**config.mk**
```make
export PLATFORM = sky130hd
export DESIGN_NAME = cpu_run_monitor
export DESIGN_NICKNAME = d
export VERILOG_FILES = /design/src/rtl/cpu_run_monitor.sv
export SDC_FILE = /design/constraint.sdc
export NUM_CORES = 1
export LEC_CHECK = 0
export BUFFER_PORTS_ARGS = -buffer_cell sky130_fd_sc_hd__buf_2
export CAP_MARGIN = 20
export CORE_MARGIN = 5
export CORE_UTILIZATION = 45
export CTS_BUF_LIST = sky130_fd_sc_hd__clkbuf_8
export DETAILED_ROUTE_END_ITERATION = 10
export GPL_TIMING_DRIVEN = 0
export PLACE_DENSITY = 0.76
export SYNTH_ARGS = -nofsm -noshare
export SYNTH_HDL_FRONTEND = slang
export SYNTH_SLANG_ARGS = --single-unit
```
**constraint.sdc**
```tcl
create_clock -name clk -period 2.5 [get_ports clk]
set_input_delay 0.25 -clock clk [delete_from_list [all_inputs] [get_ports clk]]
set_output_delay 0.25 -clock clk [all_outputs]
set_load 0.05 [all_outputs]
```
**src/rtl/cpu_run_monitor.sv**
```systemverilog
// Watches a CPU program run: counts cycles and fetches, detects halt, waits for register_v0 to
// settle, then reports pass/fail against a golden value or a timeout if halt never arrives.
module cpu_run_monitor #(
  parameter int unsigned       ADDR_W       = 32,
  parameter int unsigned       DATA_W       = 32,
  parameter logic [ADDR_W-1:0] HALT_ADDR    = '0,
  parameter logic [ADDR_W-1:0] RESET_VECTOR = 32'hBFC0_0000,
  parameter int unsigned       TIMEOUT      = 256,
  parameter int unsigned       CNT_W        = 16,
  parameter int unsigned       HALT_MODE    = 0,
  parameter int unsigned       SETTLE       = 2
) (
  input  logic              clk,
  input  logic              reset,
  input  logic              start,
  input  logic              cpu_active,
  input  logic [ADDR_W-1:0] instr_address,
  input  logic [DATA_W-1:0] register_v0,
  input  logic [DATA_W-1:0] expected,
  output logic              done,
  output logic              pass,
  output logic              fail,
  output logic              timeout,
  output logic [CNT_W-1:0]  cycle_count,
  output logic [CNT_W-1:0]  fetch_count,
  output logic [DATA_W-1:0] observed_v0
);

  typedef enum logic [2:0] {StIdle, StRun, StSettle, StPass, StFail, StTimeout} state_e;

  state_e            state_q, state_d;
  logic [CNT_W-1:0]  cycle_q, cycle_d, fetch_q, fetch_d;
  logic [ADDR_W-1:0] prev_addr_q, prev_addr_d;
  logic              first_q, first_d;
  logic              active_q;
  logic [DATA_W-1:0] exp_q, exp_d, snap_q, snap_d, obs_q, obs_d;
  logic [3:0]        settle_q, settle_d;
  logic              done_q, done_d, pass_q, pass_d, fail_q, fail_d, timeout_q, timeout_d;

  logic [CNT_W-1:0]  cycle_inc, fetch_inc;
  logic              halt;

  assign cycle_inc = (cycle_q == '1) ? cycle_q : cycle_q + 1'b1;
  assign fetch_inc = (fetch_q == '1) ? fetch_q : fetch_q + 1'b1;

  // Mode 0: address match, mode 1: registered falling edge of cpu_active, mode 2: either.
  assign halt = ((HALT_MODE != 1) && (instr_address == HALT_ADDR)) ||
                ((HALT_MODE != 0) && active_q && !cpu_active);

  always_comb begin
    state_d     = state_q;
    cycle_d     = cycle_q;
    fetch_d     = fetch_q;
    prev_addr_d = prev_addr_q;
    first_d     = first_q;
    exp_d       = exp_q;
    snap_d      = snap_q;
    settle_d    = settle_q;
    obs_d       = obs_q;
    done_d      = done_q;
    pass_d      = pass_q;
    fail_d      = fail_q;
    timeout_d   = timeout_q;

    if (start) begin
      state_d     = StRun;
      cycle_d     = '0;
      fetch_d     = '0;
      prev_addr_d = RESET_VECTOR;
      first_d     = 1'b1;
      exp_d       = expected;
      snap_d      = '0;
      settle_d    = '0;
      obs_d       = '0;
      done_d      = 1'b0;
      pass_d      = 1'b0;
      fail_d      = 1'b0;
      timeout_d   = 1'b0;
    end else begin
      unique case (state_q)
        StRun: begin
          cycle_d     = cycle_inc;
          prev_addr_d = instr_address;
          first_d     = 1'b0;
          if (first_q || (instr_address != prev_addr_q)) fetch_d = fetch_inc;
          // Halt takes precedence over a timeout landing on the same cycle.
          if (halt) begin
            state_d  = StSettle;
            settle_d = 4'd1;
            snap_d   = register_v0;
          end else if (cycle_inc == CNT_W'(TIMEOUT)) begin
            state_d   = StTimeout;
            done_d    = 1'b1;
            timeout_d = 1'b1;
          end
        end
        StSettle: begin
          if (settle_q == 4'(SETTLE)) begin
            obs_d  = snap_q;
            done_d = 1'b1;
            if (snap_q == exp_q) begin
              state_d = StPass;
              pass_d  = 1'b1;
            end else begin
              state_d = StFail;
              fail_d  = 1'b1;
            end
          end else if (register_v0 == snap_q) begin
            settle_d = settle_q + 4'd1;
          end else begin
            snap_d   = register_v0;
            settle_d = 4'd1;
          end
        end
        default: ;
      endcase
    end
  end

  always_ff @(posedge clk or negedge reset) begin
    if (!reset) begin
      state_q     <= StIdle;
      cycle_q     <= '0;
      fetch_q     <= '0;
      prev_addr_q <= '0;
      first_q     <= 1'b0;
      active_q    <= 1'b0;
      exp_q       <= '0;
      snap_q      <= '0;
      settle_q    <= '0;
      obs_q       <= '0;
      done_q      <= 1'b0;
      pass_q      <= 1'b0;
      fail_q      <= 1'b0;
      timeout_q   <= 1'b0;
    end else begin
      state_q     <= state_d;
      cycle_q     <= cycle_d;
      fetch_q     <= fetch_d;
      prev_addr_q <= prev_addr_d;
      first_q     <= first_d;
      active_q    <= cpu_active;
      exp_q       <= exp_d;
      snap_q      <= snap_d;
      settle_q    <= settle_d;
      obs_q       <= obs_d;
      done_q      <= done_d;
      pass_q      <= pass_d;
      fail_q      <= fail_d;
      timeout_q   <= timeout_d;
    end
  end

  assign done        = done_q;
  assign pass        = pass_q;
  assign fail        = fail_q;
  assign timeout     = timeout_q;
  assign cycle_count = cycle_q;
  assign fetch_count = fetch_q;
  assign observed_v0 = obs_q;

endmodule

```
==> results of run 1 <==
## worst max path at each step
stage / startpoint / to / slack [ns]
after global routing: snap_q[16] / snap_q[24] / -0.003
final: snap_q[6] / settle_q[1] / 0.07
after global placement: reset / observed_v0[15] / -1.60
after CTS: state_q[2] / snap_q[18] / 0.01
after floorplan: fetch_count[7] / fetch_count[8] / 0.06
after detailed placement: state_q[2] / snap_q[15] / -0.44
## layout by cell type (no fill, tap or decap), types with 6 or more instances in the layout
cell,n
sky130_fd_sc_hd__o21ai_0,37
sky130_fd_sc_hd__clkbuf_2,11
sky130_fd_sc_hd__nor2b_1,8
sky130_fd_sc_hd__clkbuf_8,19
sky130_fd_sc_hd__nand3_1,52
sky130_fd_sc_hd__and3_1,8
sky130_fd_sc_hd__dfrtp_1,171
sky130_fd_sc_hd__dlygate4sd3_1,12
sky130_fd_sc_hd__nand3b_1,13
sky130_fd_sc_hd__nand4_1,24
sky130_fd_sc_hd__mux2_2,41
sky130_fd_sc_hd__a21oi_1,112
sky130_fd_sc_hd__xnor2_1,44
sky130_fd_sc_hd__xor2_1,59
sky130_fd_sc_hd__nor4_1,19
sky130_fd_sc_hd__o31ai_1,7
sky130_fd_sc_hd__clkbuf_1,44
sky130_fd_sc_hd__and4_1,7
sky130_fd_sc_hd__buf_2,166
sky130_fd_sc_hd__nor3_1,17
sky130_fd_sc_hd__nand2_1,149
sky130_fd_sc_hd__or4_1,6
sky130_fd_sc_hd__nor2_1,37
## power by group
part / leakage, nW / switching (mW) / internal (mW)
Combinational: 2.29 / 0.323 / 0.239
Clock: 0.192 / 1.08 / 0.847
Sequential: 2.26 / 0.0701 / 2.87
## flip-flops by register name, summed over array words and instances, names as in the netlist
signal and flops:
cycle_count 16, done 1, exp_q 32, fail 1, fetch_count 16, first_q 1, observed_v0 32, pass 1
prev_addr_q 32, settle_q 4, snap_q 32, state_q 3, timeout 1
## routing by layer
metal,vias up,track usage [%],share of wire (%)
li1,3676,-,-
met1,3839,32.0,43
met3,54,6.33,7.8
met4,6,6.08,2.4
met5,-,0,0.11
met2,342,37.2,47
## logic make-up (layout without fill, tap and decap cells)
group | count (synthesis) | count (layout) | synth area share [%]
compound gates | 180 | 180 | 11.1
simple gates | 368 | 368 | 20.9
xor+xnor | 104 | 104 | 10.3
flops | 172 | 172 | 48.9
mux | 41 | 41 | 5.25
buf+inv | 68 | 278 | 2.90
other cells | 0 | 1 | 0
fa+ha+maj | 4 | 4 | 0.569
## cell type report
| type | count | share of cell area (%) |
|---|---|---|
| Antenna cell | 1 | 0.0236 |
| Multi-Input combinational cell | 697 | 40.7 |
| Tap cell | 265 | 3.12 |
| Buffer | 62 | 2.41 |
| Sequential cell | 172 | 40.5 |
| Clock inverter | 12 | 1.07 |
| Timing Repair Buffer | 182 | 9.54 |
| Inverter | 3 | 0.106 |
| Clock buffer | 19 | 2.46 |
## worst reg2reg max path, delay by kind of cell (launching register included)
kind / cells / cell delay [ns]
DFF: 1 / 0.49
xor gates and xnor gates: 1 / 0.20
AOI/OAI and AO/OA: 1 / 0.14
and+or+nand+nor: 4 / 1.53
## timing repair
action	CTS	global route
gates resized for setup	15	23
hold buffers	6	6
setup endpoints to repair	52	61
pin swaps	1	2
buffers inserted	1	3
hold endpoints to repair	60	6
==> metrics.log, run 1 <==
INFO  metric ff2ff_path_depth = 6
INFO  metric finalInstanceArea = between 10,000 and 15,000 um2
INFO  metric clock-root-buffer = sky130_fd_sc_hd__clkbuf_8
INFO  metric max_freq = around 0.41 GHz
INFO  metric clk_path_buf_depth = 2
INFO  metric drt_pass1_iterations = 6
INFO  metric netlist.area_leader.share = 48.9%
INFO  metric final-hold-violation-count = 0
INFO  metric place.port_buffers = ~170
INFO  metric timing.critical_path.required = 2.90 ns
INFO  metric detailroute.via_count = roughly 7,900
INFO  metric clock_tree_from_tritoncts = done
INFO  metric timing.max_cap.violations = 0
INFO  metric final.setup.worst_slack = roughly 0.072 ns
INFO  metric fin_cells = around 1,400
INFO  metric p_total = 5.43 mW
INFO  metric path_clk_slew = around 0.10 ns
INFO  metric critical_path.cell_chain = xor2_1, nor4_2, nand4_1, or4_4, or3_1, a21oi_1
INFO  metric gr-usage-all-layers = between 20% and 30%
INFO  metric synth_area_leaders = sky130_fd_sc_hd__dfrtp_1 (49%), sky130_fd_sc_hd__a21oi_1 (6.4%), sky130_fd_sc_hd__nand2_1 (6.4%), sky130_fd_sc_hd__xor2_1 (6.0%), sky130_fd_sc_hd__mux2_2 (5.2%)
INFO  metric layout-area-overhead-vs-synth = 20.7%
INFO  metric route.detailed.wl_per_inst = 18.7 um
INFO  metric die-area = 22,500 um2
INFO  metric cpMaxStageDelayCell = sky130_fd_sc_hd__or4_4
INFO  metric worst-endpoint-arrival = about 2.8 ns
INFO  metric worst_slew_margin_rel = between 40% and 50%
INFO  metric postSynthCellCount = ~940
INFO  metric placementRows = between 50 and 60
INFO  metric element_type_at_the_critical_path_end = flop
INFO  metric timing.setup.tns = 0 ns
INFO  metric chipHeight = ~150 um
INFO  metric starting_density_of_the_core = around 46%
INFO  metric tightest_pin_transition = 0.797 ns
INFO  metric placed_cells = 1,368
INFO  metric fin_crit = between 2 and 2.5 ns
INFO  metric worstSetupPathType = flop to flop
INFO  metric starting_drc_count_in_detailed_routing = about 740
INFO  metric grt_pass1_wl = around 40,000 um
INFO  metric gp_congestion = slightly below 1
INFO  metric min_to = exp_q[30]
INFO  metric routed_via_density = about 5.6
INFO  metric remaining_drc_errors = 0
INFO  metric drt-total-wl = ~26,000 um
INFO  metric synth_sequential_area_ratio = 48.9%
INFO  metric power_per_cell_area = just over 500 nW/um2
INFO  metric fill_cell_total_of_the_finished_layout = roughly 1,700
INFO  metric worst_ir_drop_vdd = around 0.00032 V
INFO  metric reg2reg_to = settle_q[1]
INFO  metric design.final.nets = 1,239
INFO  metric multi_input_area = approximately 4300 um2
INFO  metric synth-seq-cells = 172
INFO  metric detail-route-antenna-nets = 0
INFO  metric dominantRegCellSynth = sky130_fd_sc_hd__dfrtp_1
INFO  metric cp_top_family = simple AND/OR/NAND/NOR gates
INFO  metric fin_worst_hold_slack = ~0.018 ns
INFO  metric leakage = roughly 4.7 nW
INFO  metric via_count_of_the_first_global_routing_pass = ~7,600
INFO  metric min_delay_path_depth = 2
INFO  metric synth.most_common_cell = sky130_fd_sc_hd__dfrtp_1
INFO  metric cp.depth = 6
INFO  metric number_of_antenna_violations_at_the_first_check_in_global_routing = 4
INFO  metric outcome = complete, no violations
INFO  metric crit_fanout = 6
INFO  metric yosys_warnings = 0
INFO  metric pre_cts_ws = -0.441 ns
INFO  metric syn-num-nets = around 1,000
INFO  metric num_io_pins = ~170
INFO  metric reg2reg_setup_slack = just over 0.07 ns
INFO  metric total_placed_instance_area = 10000 um2
INFO  metric r2r_start = snap_q[6]
INFO  metric synth-async-reset-ratio = 100%
INFO  metric clock_skew = around 0.016 ns
INFO  metric synth_area = 8800 um2
INFO  metric cts_made_buffers = 17
INFO  metric clkSinkCount = between 150 and 200
INFO  metric timing_max_transition_violations_final = 0
INFO  metric placeableCoreArea = ~19,000 um2
INFO  metric die_width = approximately 150 um
INFO  metric syn-mean-instance-area = 9.39 um2
INFO  metric overflow = 0
INFO  metric setup_viol = 0
INFO  metric drive_above_1_share = between 20 and 25%
INFO  metric ff_latch_area = roughly 4300 um2
INFO  metric clock_tree.htree_level_count = 4
INFO  metric cpPeakStageDelay = 0.62 ns
INFO  metric worst_setup_path_start_kind = flop
INFO  metric worstHoldPathType = input pin to flop
INFO  metric synth-edff-count = 0
INFO  metric layout_worst_path_cycle_share = ~97%
INFO  metric worst_hold_startpoint = expected[30]
INFO  metric critical_path_buf_inv_count = 0
INFO  metric yosys.cell_types.count = 44
INFO  metric hpwlAfterDp = slightly below 20,000 um
INFO  metric grt_start_max_net_pins = 118
INFO  metric clock_latency = 0.47 ns
INFO  metric final_core_util = approximately 55%
INFO  metric post-synth-top-area-cell = sky130_fd_sc_hd__dfrtp_1
INFO  metric post_synth_top_cells = sky130_fd_sc_hd__dfrtp_1 (172), sky130_fd_sc_hd__nand2_1 (149), sky130_fd_sc_hd__a21oi_1 (112)
Note: power is estimated with default switching activity, not from simulation.
==> inputs of run 2 (changes only) <==
- CORE_ASPECT_RATIO: not set -> 0.7
==> run 2 against run 1 <==
Non-clock buffer count rose by 19. Clock skew shrank 0.0014 ns. Via count rose by 1.7%. Worst setup slack worse by 0.0080 ns. Largest cell class unchanged. Global-route usage grew 0.80 points. Critical endpoint is now snap_q[4].
==> metrics.log, run 2 (same netlist as run 1, synthesis figures left out) <==
INFO  metric timing.setup.tns = 0 ns
INFO  metric reg2reg_setup_slack = approximately 0.064 ns
INFO  metric clock-root-buffer = sky130_fd_sc_hd__clkbuf_8
INFO  metric route.detailed.wl_per_inst = about 19 um
INFO  metric detail-route-antenna-nets = 0
INFO  metric detailroute.via_count = between 8,000 and 9,000
INFO  metric gr-usage-all-layers = between 20% and 30%
INFO  metric layout-area-overhead-vs-synth = 22.7%
INFO  metric crit_fanout = 10
INFO  metric routed_via_density = approximately 5.6
INFO  metric worst_setup_path_start_kind = flop
INFO  metric clock_tree_from_tritoncts = done
INFO  metric grt_pass1_wl = roughly 43,000 um
INFO  metric timing_max_transition_violations_final = 0
INFO  metric setup_viol = 0
INFO  metric cpPeakStageDelay = approximately 0.53 ns
INFO  metric worst_slew_margin_rel = slightly below 50%
INFO  metric element_type_at_the_critical_path_end = flop
INFO  metric placeableCoreArea = roughly 19,000 um2
INFO  metric starting_density_of_the_core = between 40% and 50%
INFO  metric worstSetupPathType = flop to flop
INFO  metric drt-total-wl = about 27,000 um
INFO  metric critical_path.cell_chain = xor2_1, nor4_2, nand4_1, or4_4, clkbuf_4, nand3_1, a21oi_1
INFO  metric place.port_buffers = 165
INFO  metric chipHeight = around 130 um
INFO  metric clock_tree.htree_level_count = 4
INFO  metric via_count_of_the_first_global_routing_pass = approximately 7,700
INFO  metric final_cell_mix = sky130_fd_sc_hd__dfrtp_1 (170), sky130_fd_sc_hd__buf_2 (164), sky130_fd_sc_hd__nand2_1 (149), sky130_fd_sc_hd__a21oi_1 (111), sky130_fd_sc_hd__xor2_1 (60)
INFO  metric cts_made_buffers = 17
INFO  metric outcome = complete, no violations
INFO  metric total_placed_instance_area = 10000 um2
INFO  metric number_of_antenna_violations_at_the_first_check_in_global_routing = 2
INFO  metric worst-endpoint-arrival = between 2 and 3 ns
INFO  metric grt_start_max_net_pins = 96
INFO  metric cpMaxStageDelayCell = sky130_fd_sc_hd__or4_4
INFO  metric clock_latency = between 0.4 and 0.5 ns
INFO  metric final-hold-violation-count = 0
INFO  metric layout_worst_path_cycle_share = between 90% and 100%
INFO  metric insertedDiodeCount = 0
INFO  metric placementRows = between 40 and 50
INFO  metric remaining_drc_errors = 0
INFO  metric placed_cells = ~1,400
INFO  metric die_width = between 150 and 200 um
INFO  metric die-area = roughly 23,000 um2
INFO  metric tightest_pin_transition = between 0.7 and 0.8 ns
INFO  metric overflow = 0
INFO  metric clkSinkCount = ~170
INFO  metric final_common_cell = sky130_fd_sc_hd__dfrtp_1
INFO  metric worst_ir_drop_vdd = between 0.0002 and 0.0003 V
INFO  metric timing.max_cap.violations = 0
INFO  metric timing.critical_path.required = approximately 2.8 ns
INFO  metric worstHoldPathType = input pin to flop
INFO  metric fin_cells = 1,431
INFO  metric p_total = around 5.4 mW
INFO  metric cp_top_family = simple AND/OR/NAND/NOR gates
INFO  metric critical_path_buf_inv_count = 1
INFO  metric max_freq = slightly above 0.4 GHz
INFO  metric gp_congestion = ~0.96
INFO  metric path_clk_slew = 0.10 ns
INFO  metric leakage = just under 5 nW
INFO  metric clock_skew = approximately 0.015 ns
INFO  metric finalInstanceArea = 10,800 um2
INFO  metric drive_above_1_share = roughly a quarter
INFO  metric clk_path_buf_depth = 2
INFO  metric num_io_pins = about 170
INFO  metric design.final.nets = between 1,000 and 1,500
INFO  metric fin_crit = between 2 and 2.5 ns
INFO  metric power_per_cell_area = between 500 and 600 nW/um2
INFO  metric hpwlAfterDp = approximately 20,000 um
INFO  metric drt_pass1_iterations = 5
INFO  metric starting_drc_count_in_detailed_routing = approximately 600
## run 2: cell types whose count changed in the layout (fill, tap and decap cells not counted), moves of 2 or more
cell                            delta
sky130_fd_sc_hd__dlygate4sd3_1    +18
sky130_fd_sc_hd__buf_1             +3
sky130_fd_sc_hd__buf_2             -2
sky130_fd_sc_hd__clkbuf_1          -2
sky130_fd_sc_hd__inv_8             +2
## run 2: metal layers
layer	GRT usage (%)	part of all wire [%]
met1	37.2	47
met2	33.4	42
met3	6.91	9.5
met4	6.59	1.8
met5	0	0.099
## run 2: final cells by class
class,instances,area (um2)
repair buffers,201,1200
clock buffers,18,248
multi-input cells,697,4320
clock inverters,14,130
well taps,264,330
fillers,1658,8280
flip-flops and latches,172,4310
inverters,3,11.3
plain buffers,62,258
## run 2: stage by stage
| stage | setup slack (ns) | hold WS (ns) | utilization [%] |
|---|---|---|---|
| floorplan | 0.0603 | -0.0456 | - |
| global placement | -1.61 | 0.477 | 52.2 |
| detailed placement | -0.466 | 0.272 | 52.4 |
| CTS | 0.0195 | 0.000949 | 56.2 |
| global route | -0.0161 | 0.00140 | 56.6 |
| finish | 0.0642 | 0.0186 | 56.6 |
## run 2: power by group
part	internal (mW)	switching, mW	leakage, nW	total, mW
registers	2.87	0.0751	2.26	2.94
clock network	0.752	1.16	0.185	1.91
logic	0.257	0.334	2.37	0.591
## run 2: path summary, 6_finish.rpt
kind / to / cells past startpoint / from
max in group asynchronous: observed_v0[0] / 3 / reset
setup reg to reg: snap_q[4] / 7 / snap_q[9]
hold / removal: exp_q[10] / 2 / expected[10]
min in group asynchronous: prev_addr_q[20] / 2 / reset
setup / recovery: snap_q[4] / 7 / snap_q[9]
hold reg to reg: fail / 2 / fail
## run 2: repair_timing
item / CTS / global route
pin swaps: 3 / 4
gates resized for setup: 17 / 21
setup buffers: 4 / 1
hold endpoints to repair: 103 / 3
hold buffers: 27 / 3
gates cloned: 0 / 0
setup endpoints to repair: 52 / 51
==> inputs of run 3 (changes only) <==
--- a/config.mk
+++ b/config.mk
@@ -12,5 +12,5 @@
 export CORE_UTILIZATION = 45
-export CTS_BUF_LIST = sky130_fd_sc_hd__clkbuf_8
 export DETAILED_ROUTE_END_ITERATION = 10
 export GPL_TIMING_DRIVEN = 0
+export HOLD_SLACK_MARGIN = 0.12
 export PLACE_DENSITY = 0.76
--- a/constraint.sdc
+++ b/constraint.sdc
@@ -3,2 +3,2 @@
 set_output_delay 0.25 -clock clk [all_outputs]
-set_load 0.05 [all_outputs]
+set_load 0.005 [all_outputs]
==> run 3 against run 2 <==
Critical path depth fell by 1. Clock power increased by 35%. Final cell count rose by 4.1%. Wire length grew 7.4%. Die area did not move. Largest power group unchanged.
==> metrics.log, run 3 (same netlist as run 1, synthesis figures left out) <==
INFO  metric outcome = complete, no violations
INFO  metric overflow = 0
INFO  metric grt_pass1_wl = approximately 46,000 um
INFO  metric detail-route-antenna-nets = 0
INFO  metric ff2ff_path_depth = 6
INFO  metric path_clk_slew = 0.08 ns
INFO  metric chipHeight = 127 um
INFO  metric gr-usage-all-layers = between 20% and 30%
INFO  metric timing_max_transition_violations_final = 0
INFO  metric die_width = 177 um
INFO  metric finalInstanceArea = approximately 12,000 um2
INFO  metric p_total = a little over 6 mW
INFO  metric drive_above_1_share = 22.1%
INFO  metric starting_density_of_the_core = 46.1%
INFO  metric final-hold-violation-count = 0
INFO  metric tightest_pin_transition = around 0.74 ns
INFO  metric drt-total-wl = between 20,000 and 30,000 um
INFO  metric clock-root-buffer = sky130_fd_sc_hd__clkbuf_16
INFO  metric final_common_cell = sky130_fd_sc_hd__dfrtp_1
INFO  metric starting_drc_count_in_detailed_routing = 760
INFO  metric leakage = around 5.1 nW
INFO  metric routed_via_density = roughly 5.7
INFO  metric max_freq = a little over 0.4 GHz
INFO  metric placeableCoreArea = around 19,000 um2
INFO  metric worstSetupPathType = flop to flop
INFO  metric clock_latency = 0.43 ns
INFO  metric cts_made_buffers = 17
INFO  metric rsz0062_at_grt = true
INFO  metric worst-endpoint-arrival = 2.83 ns
INFO  metric route.detailed.wl_per_inst = between 15 and 20 um
INFO  metric worst_setup_path_start_kind = flop
INFO  metric clkSinkCount = ~170
INFO  metric number_of_antenna_violations_at_the_first_check_in_global_routing = 2
INFO  metric worstHoldPathType = input pin to asynchronous set/reset pin
INFO  metric fin_worst_hold_slack = between 0.3 and 0.4 ns
INFO  metric via_count_of_the_first_global_routing_pass = roughly 8,300
INFO  metric design.final.nets = 1,314
INFO  metric layout_worst_path_cycle_share = between 90% and 100%
INFO  metric layout-area-overhead-vs-synth = 32.3%
INFO  metric grt_start_max_net_pins = 96
INFO  metric fin_crit = 2.48 ns
INFO  metric r2r_start = snap_q[0]
INFO  metric drt_pass1_iterations = 5
INFO  metric worst_ir_drop_vdd = about 0.00044 V
INFO  metric crit_fanout = 7
INFO  metric placementRows = 42
INFO  metric detailroute.via_count = roughly 8,500
INFO  metric die-area = between 20,000 and 25,000 um2
INFO  metric clock_tree.htree_level_count = 4
INFO  metric power_per_cell_area = between 500 and 600 nW/um2
INFO  metric timing.critical_path.required = 2.85 ns
INFO  metric clk_path_buf_depth = 2
INFO  metric clock_skew = 0.0107 ns
INFO  metric reg2reg_setup_slack = 0.02 ns
INFO  metric final_core_util = around three fifths
INFO  metric setup_viol = 0
INFO  metric final_cell_mix = sky130_fd_sc_hd__dfrtp_1 (170), sky130_fd_sc_hd__buf_2 (158), sky130_fd_sc_hd__nand2_1 (149), sky130_fd_sc_hd__a21oi_1 (111), sky130_fd_sc_hd__dlygate4sd3_1 (96)
INFO  metric timing.max_cap.violations = 0
INFO  metric total_placed_instance_area = roughly 10000 um2
INFO  metric reg2reg_to = settle_q[1]
INFO  metric num_io_pins = approximately 170
INFO  metric element_type_at_the_critical_path_end = flop
INFO  metric fill_cell_total_of_the_finished_layout = 1,549
INFO  metric place.port_buffers = approximately 170
INFO  metric gp_congestion = between 0.9 and 1
INFO  metric remaining_drc_errors = 0
INFO  metric worst_slew_margin_rel = roughly 50%
INFO  metric clock_tree_from_tritoncts = done
INFO  metric hpwlAfterDp = 20,100 um
==> run 3: cell count changes in the layout (fill, tap and decap cells not counted), sizes merged <==
| cell | change |
|---|---|
| diode | +3 |
| dlygate4sd3 | +66 |
| clkbuf | -5 |
| dlymetal6s4s | +1 |
| buf | -6 |
==> run 3: final cells by class <==
class	instances	area, um2	share of cell area (%)
clock buffer	18	439	3.77
antenna	3	7.51	0.0645
inverter	3	11.3	0.0967
multi-input combinational	697	4330	37.2
timing repair buffer	260	1840	15.8
tap	264	330	2.84
buffer	59	255	2.19
sequential	172	4310	37.0
clock inverter	14	130	1.12
==> run 3: what timing repair did <==
| action | CTS | global route |
|---|---|---|
| hold buffers | 97 | 0 |
| resized for setup | 14 | 31 |
| pin swaps | 3 | 9 |
| setup buffers | 4 | 0 |
| cloned | 0 | 0 |
| setup endpoints to repair | 52 | 54 |
| endpoints found under the hold margin | 173 | 0 |
==> run 3: stage by stage <==
stage	setup TNS [ns]	setup WS [ns]	std cells
after floorplan	0	0.189	937
after global placement	-290.34	-1.61	1366
after detailed placement	-16.28	-0.466	1367
after CTS	0	0.00620	1497
after global routing	-0.292	-0.0469	1489
final	0	0.0187	1490
==> run 3: how the worst max path moves through the flow <==
stage | slack (ns) | depth (start not counted) | startpoint | to
floorplan | 0.19 | 7 | state_q[2] | settle_q[1]
global placement | -1.61 | 1 | reset | exp_q[28]
detailed placement | -0.47 | 8 | state_q[2] | snap_q[15]
CTS | 0.006 | 7 | prev_addr_q[8] | fetch_count[11]
global route | -0.05 | 6 | snap_q[0] | settle_q[1]
finish | 0.02 | 6 | snap_q[0] | settle_q[1]
==> run 3: routing by layer <==
metal / track usage, % / vias up / wire, um / part of all wire [%]
met5: 0 / - / 0 / 0
met2: 36.7 / 460 / 12600 / 43
li1: - / 3827 / - / -
met3: 7.74 / 64 / 3210 / 11
met4: 9.14 / 0 / 694 / 2.4
met1: 38.3 / 4108 / 12900 / 44
==> run 3: worst max-delay path: stages (launching register included) <==
cell and delay [ns]:
sky130_fd_sc_hd__dfrtp_1 0.44, sky130_fd_sc_hd__xor2_1 0.19, sky130_fd_sc_hd__nor4_2 0.38, sky130_fd_sc_hd__nand4_1 0.23, sky130_fd_sc_hd__or4_4 0.64, sky130_fd_sc_hd__or3_1 0.39
sky130_fd_sc_hd__a21oi_1 0.13
==> run 3: where the power goes <==
part / internal [mW] / switching, mW / leakage [nW] / total (mW)
combinational: 0.323 / 0.337 / 2.62 / 0.660
clock: 1.34 / 1.24 / 0.272 / 2.58
sequential: 2.87 / 0.0762 / 2.26 / 2.95
total: 4.53 / 1.66 / 5.15 / 6.19
